[config.mk]
export PLATFORM = sky130hd
export DESIGN_NAME = writeback_arbiter_flat
export DESIGN_NICKNAME = d
export VERILOG_FILES = /design/src/rtl/writeback_arbiter_if.sv /design/src/rtl/writeback_arbiter.sv /design/src/flat_wrapper.sv
export SDC_FILE = /design/constraint.sdc
export NUM_CORES = 1
export LEC_CHECK = 0
export ABC_AREA = 1
export ABC_CLOCK_PERIOD_IN_PS = 3250
export BUFFER_PORTS_ARGS = -buffer_cell sky130_fd_sc_hd__buf_4
export CORE_ASPECT_RATIO = 2
export CORE_UTILIZATION = 45
export DETAILED_ROUTE_END_ITERATION = 12
export PLACE_DENSITY = 0.81
export SYNTH_ARGS = -nofsm -noshare
export SYNTH_HDL_FRONTEND = slang
export SYNTH_SLANG_ARGS = --single-unit
[constraint.sdc]
create_clock -name clock -period 3.25 [get_ports clock]
set_input_delay 0.325 -clock clock [delete_from_list [all_inputs] [get_ports clock]]
set_output_delay 0.325 -clock clock [all_outputs]
set_load 0.01 [all_outputs]
[src/rtl/writeback_arbiter_if.sv]
// writeback_arbiter_if: ALU/load result handshakes and the register-file write port
interface writeback_arbiter_if #(
  parameter int LOAD_FIFO_DEPTH = 2
);
  typedef struct packed {
    logic       write_enable;
    logic [4:0] addr_rd;
  } reg_file_write_params_t;
  logic                               alu_valid;
  logic                               alu_ready;
  logic [4:0]                         alu_rd;
  logic [31:0]                        alu_data;
  logic                               mem_valid;
  logic                               mem_ready;
  logic [4:0]                         mem_rd;
  logic [31:0]                        mem_data;
  reg_file_write_params_t             write_params;
  logic [31:0]                        data_rd;
  logic [$clog2(LOAD_FIFO_DEPTH):0]   load_fifo_count;
  modport master (
    output alu_valid, alu_rd, alu_data, mem_valid, mem_rd, mem_data,
    input  alu_ready, mem_ready, write_params, data_rd, load_fifo_count
  );
  modport slave (
    input  alu_valid, alu_rd, alu_data, mem_valid, mem_rd, mem_data,
    output alu_ready, mem_ready, write_params, data_rd, load_fifo_count
  );
endinterface

[src/rtl/writeback_arbiter.sv]
// writeback_arbiter: merges ALU results and FIFO-buffered load results onto the register-file write port
module writeback_arbiter #(
  parameter int LOAD_FIFO_DEPTH = 2,
  parameter int MAX_ALU_STALL   = 3
) (
  input logic                clock,
  input logic                reset,
  writeback_arbiter_if.slave wb
);
  localparam int AW = $clog2(LOAD_FIFO_DEPTH);
  localparam int SW = $clog2(MAX_ALU_STALL + 1);
  localparam logic [AW:0]   FULL      = (AW + 1)'(LOAD_FIFO_DEPTH);
  localparam logic [SW-1:0] STALL_MAX = SW'(MAX_ALU_STALL);
  typedef enum logic [1:0] {GRANT_NONE, GRANT_ALU, GRANT_LOAD} grant_t;
  logic [4:0]    fifo_rd   [LOAD_FIFO_DEPTH];
  logic [31:0]   fifo_data [LOAD_FIFO_DEPTH];
  logic [AW-1:0] rd_ptr, wr_ptr;
  logic [AW:0]   count;
  logic [SW-1:0] stall_cnt;
  grant_t        grant;
  logic          empty, push, pop;
  logic [4:0]    sel_rd;
  logic [31:0]   sel_data;
  assign empty              = count == '0;
  assign wb.mem_ready       = count != FULL;
  assign wb.alu_ready       = grant == GRANT_ALU;
  assign wb.load_fifo_count = count;
  assign push               = wb.mem_valid && wb.mem_ready;
  assign pop                = grant == GRANT_LOAD;
  // Loads win until the ALU has lost MAX_ALU_STALL cycles in a row
  always_comb begin
    grant    = reset ? GRANT_NONE
             : (!empty && stall_cnt < STALL_MAX) ? GRANT_LOAD
             : wb.alu_valid ? GRANT_ALU
             : !empty ? GRANT_LOAD : GRANT_NONE;
    sel_rd   = (grant == GRANT_LOAD) ? fifo_rd[rd_ptr] : wb.alu_rd;
    sel_data = (grant == GRANT_LOAD) ? fifo_data[rd_ptr] : wb.alu_data;
  end
  always_ff @(posedge clock) begin
    if (reset) begin
      rd_ptr          <= '0;
      wr_ptr          <= '0;
      count           <= '0;
      stall_cnt       <= '0;
      wb.write_params <= '0;
      wb.data_rd      <= '0;
    end else begin
      if (push) wr_ptr <= wr_ptr + 1'b1;
      if (pop) rd_ptr <= rd_ptr + 1'b1;
      count     <= count + (AW + 1)'(push) - (AW + 1)'(pop);
      stall_cnt <= (wb.alu_valid && pop) ? stall_cnt + SW'(stall_cnt != STALL_MAX) : '0;
      wb.write_params.write_enable <= grant != GRANT_NONE && sel_rd != '0;
      if (grant != GRANT_NONE) begin
        wb.write_params.addr_rd <= sel_rd;
        wb.data_rd              <= sel_data;
      end
    end
  end
  always_ff @(posedge clock) begin
    if (push) begin
      fifo_rd[wr_ptr]   <= wb.mem_rd;
      fifo_data[wr_ptr] <= wb.mem_data;
    end
  end
endmodule

[src/flat_wrapper.sv]
// flat-port wrapper written by rule: the top's interface ports become plain ports
module writeback_arbiter_flat 
#(
  parameter int LOAD_FIFO_DEPTH = 2,
  parameter int MAX_ALU_STALL   = 3
)
  (clock, reset, wb_alu_valid, wb_alu_rd, wb_alu_data, wb_mem_valid, wb_mem_rd, wb_mem_data, wb_alu_ready, wb_mem_ready, wb_write_params, wb_data_rd, wb_load_fifo_count);
  writeback_arbiter_if #(.LOAD_FIFO_DEPTH(LOAD_FIFO_DEPTH)) wb_i ();
  input logic clock;
  input logic reset;
  input wire logic [$bits(wb_i.alu_valid)-1:0] wb_alu_valid;
  input wire logic [$bits(wb_i.alu_rd)-1:0] wb_alu_rd;
  input wire logic [$bits(wb_i.alu_data)-1:0] wb_alu_data;
  input wire logic [$bits(wb_i.mem_valid)-1:0] wb_mem_valid;
  input wire logic [$bits(wb_i.mem_rd)-1:0] wb_mem_rd;
  input wire logic [$bits(wb_i.mem_data)-1:0] wb_mem_data;
  output wire logic [$bits(wb_i.alu_ready)-1:0] wb_alu_ready;
  output wire logic [$bits(wb_i.mem_ready)-1:0] wb_mem_ready;
  output wire logic [$bits(wb_i.write_params)-1:0] wb_write_params;
  output wire logic [$bits(wb_i.data_rd)-1:0] wb_data_rd;
  output wire logic [$bits(wb_i.load_fifo_count)-1:0] wb_load_fifo_count;
  assign wb_i.alu_valid = wb_alu_valid;
  assign wb_i.alu_rd = wb_alu_rd;
  assign wb_i.alu_data = wb_alu_data;
  assign wb_i.mem_valid = wb_mem_valid;
  assign wb_i.mem_rd = wb_mem_rd;
  assign wb_i.mem_data = wb_mem_data;
  assign wb_alu_ready = wb_i.alu_ready;
  assign wb_mem_ready = wb_i.mem_ready;
  assign wb_write_params = wb_i.write_params;
  assign wb_data_rd = wb_i.data_rd;
  assign wb_load_fifo_count = wb_i.load_fifo_count;
  writeback_arbiter #(.LOAD_FIFO_DEPTH(LOAD_FIFO_DEPTH), .MAX_ALU_STALL(MAX_ALU_STALL)) u_core (.clock(clock), .reset(reset), .wb(wb_i));
endmodule
==> reports/metrics.yaml <==
num-nets-final: 663
cts_max_path_buffers: 2
cts_resized: 0
crit_path_start_kind: "flip-flop"
ff2ff_path_depth: 5
peakVddDrop_uv: 694.4
p_int_w: 0.003410
io_pins: 120
hold_buffers: 0
die_h_um: 146.0
cts-root-buf: "clkbuf_16"
nFillCells: 789
cts_setup_buffers: 0
synthTopCellsByCount: "nand2_1, edfxtp_1, dfxtp_1"
cts_made_buffers: 17
dpl.hpwl_mm: 7.176
tns_ns: 0
seqCellArea_um2: 3123
viasPerCell: 4.988
synth_seq_cells: 119
synth_edf_count: 74
layout_min_cycle_time_ns: 2.040
vias: 3646
first_global_vias: 3598
startpoint: "u_core.wb.load_fifo_count[1]"
path_clk_slew_ns: 0.06
power_density_nw_per_um2: 776.7
r2r-end: "u_core.wb.data_rd[13]"
drive_gt1_share_pct: 27.52
grt_first_pass_wirelength_mm: 16.65
final-hold-violation-count: 0
outcome: "complete, no violations"
yosysTopAreaCellShare_pct: 47.65
wl_per_cell_um: 14.82
yosysTopAreaCell: "edfxtp_1"
ys_seq_area_share_pct: 66.97
drtAntennaViolNets: 0
avgSynthCellArea_um2: 10.03
switchingPower_w: 0.001418
worst_slew_pin_slew_ns: 1.096
synth.most_common_cell: "nand2_1"
rsz0062_at_grt: "no"
clock_latency_ns: 0.41
crit_path_max_fanout: 31
htree_levels: 4
cts_tree: "yes"
drc: 0
crit_slowest_cell: "a21oi_4"
timing.fmax_mhz: 490.2
pwr-share-comb_pct: 22.2
worstPathRequired_ns: 3.57
grt_antenna_before_repair: 0
power_frac_clock_pct: 36.8
wl_mm: 10.83
clkSinkCount: 119
initial_core_util_pct: 46.24
dieArea_um2: 10800
p_sw_share_pct: 29.38
drv_slew: 0
yosys_warnings: 0
syn2layout_area_growth_pct: 33.30
dr.pass1.iters: 5
die_w_um: 73.98
p_leak_nw: 2.749
slew_headroom_pct: 26.75
fin_skew_ns: 0.007854
seqPwrFrac_pct: 41.1
grt_max_degree: 42
n_antenna_cell: 0
grt-ovfl-total: 0
ys_types: 23
syn-num-nets: 545
finalCritPeriodShare_pct: 62.76
end_kind: "flip-flop"
r2r-start: "u_core.wb.load_fifo_count[1]"
critical_path.top_delay_family: "compound AO/OA/AOI/OAI gates"
crit_type: "reg -> reg"
place_congestion: 0.8519
path_buf_inv: 1
synthFlopType: "edfxtp_1"
setup_violations: 0
synth_area_um2: 4663
drtIter0Drc: 235
core_area_um2: 10080
max_stage_delay_ns: 0.66
cp_cell_sequence: "nor2_2 > a21oi_4 > buf_4 > o21ai_0 > a31oi_1"
grt_use_total_pct: 21.29
crit_end: "u_core.wb.data_rd[13]"
cp.depth: 5
reg2reg_slack_ns: 1.21
synthArstFlopShare_pct: 0
worst_ep_arrival_time_ns: 2.36
fin_util_pct: 61.64
drv_cap: 0
multi_input_area_um2: 1319
hold_path.class: "in -> reg"
synthCells: 465
synth_area_leaders: "edfxtp_1, dfxtp_1, nand2_1, a31oi_1, o21ai_0"
rows: 52
io_buffers: 119
[cell families after synthesis]
family,Yosys count,synth area share (%)
AOI/OAI and AO/OA,79,9.740
and+or+nand+nor,212,17.49
adders and majority gates,2,0.5365
DFF,119,66.97
xor gates and xnor gates,1,0.1879
buffers and inverters,52,5.071
[metal layers]
layer / up-vias / track usage [%] / routed length [µm]
li1: 1801 / - / -
met5: - / 0 / 0
met3: 29 / 7.618 / 551
met4: 0 / 13.56 / 525
met1: 1687 / 21.95 / 4024
met2: 129 / 35.18 / 5728
[final cells by class]
| cell class | count | share of cell area [%] |
|---|---|---|
| Clock buffer | 18 | 7.065 |
| Clock inverter | 14 | 2.154 |
| Inverter | 27 | 1.630 |
| Multi-Input combinational cell | 294 | 21.22 |
| Sequential cell | 119 | 50.24 |
| Tap cell | 135 | 2.717 |
| Timing Repair Buffer | 124 | 14.98 |
[power groups by stage]
stage / clock, W / sequential (W) / combinational, W
finish: 0.00177 / 0.00198 / 0.00107
CTS: 0.00180 / 0.00198 / 0.00107
floorplan: 0 / 0.00204 / 0.000622
global placement: 0 / 0.00200 / 0.00103
detailed placement: 0 / 0.00201 / 0.00106
global route: 0.00188 / 0.00201 / 0.00119
[worst min-delay path by stage]
stage                              start                            to  cells after the start
after floorplan                    reset  u_core.wb.load_fifo_count[0]                      1
after global routing        wb_mem_rd[1]          u_core.fifo_rd[0][1]                      1
after CTS                   wb_mem_rd[0]          u_core.fifo_rd[1][0]                      1
after global placement     u_core.rd_ptr                     flip-flop                      1
final                     wb_mem_data[5]        u_core.fifo_data[0][5]                      1
after detailed placement   u_core.rd_ptr                     flip-flop                      1
[registers in the layout, indices dropped and copies added, names as in the netlist, named ones only]
| signal | count |
|---|---|
| u_core.rd_ptr | 1 |
| u_core.stall_cnt | 2 |
| u_core.wb.write_params | 6 |
| u_core.fifo_data | 64 |
| u_core.wb.data_rd | 32 |
| u_core.fifo_rd | 10 |
| u_core.wb.load_fifo_count | 2 |
| u_core.wr_ptr | 1 |
[stage by stage]
stage          instance area (µm²)  setup slack (ns)  hold WS [ns]  instances  power, W
6_report                      6216             1.210        0.1022        731  0.004828
5_1_grt                       6216             1.099       0.07765        731  0.005070
2_1_floorplan                 4663            0.5252        0.3962        465  0.002658
4_1_cts                       6216             1.234       0.08919        731  0.004857
3_3_place_gp                  5643             1.258        0.4351        699  0.003030
3_5_place_dp                  5643             1.167        0.4424        699  0.003075
[placed cells by master, fill, tap and decap left out]
cell / n
o211ai_1: 3
nor2_2: 1
nand3_1: 5
nand2_1: 194
a31oi_1: 32
nand3_2: 1
a21oi_1: 4
clkinvlp_4: 6
clkbuf_8: 1
inv_1: 23
buf_4: 124
dfxtp_1: 45
edfxtp_1: 74
nor4_1: 1
nor2_1: 6
xor2_1: 1
clkinv_2: 5
nor3_1: 2
inv_2: 4
ha_1: 2
clkbuf_16: 17
bufinv_16: 2
a21oi_4: 1
clkinv_1: 1
nor2_4: 2
o21ai_1: 11
o21ai_0: 28
Power figures use the tool's default switching activity.
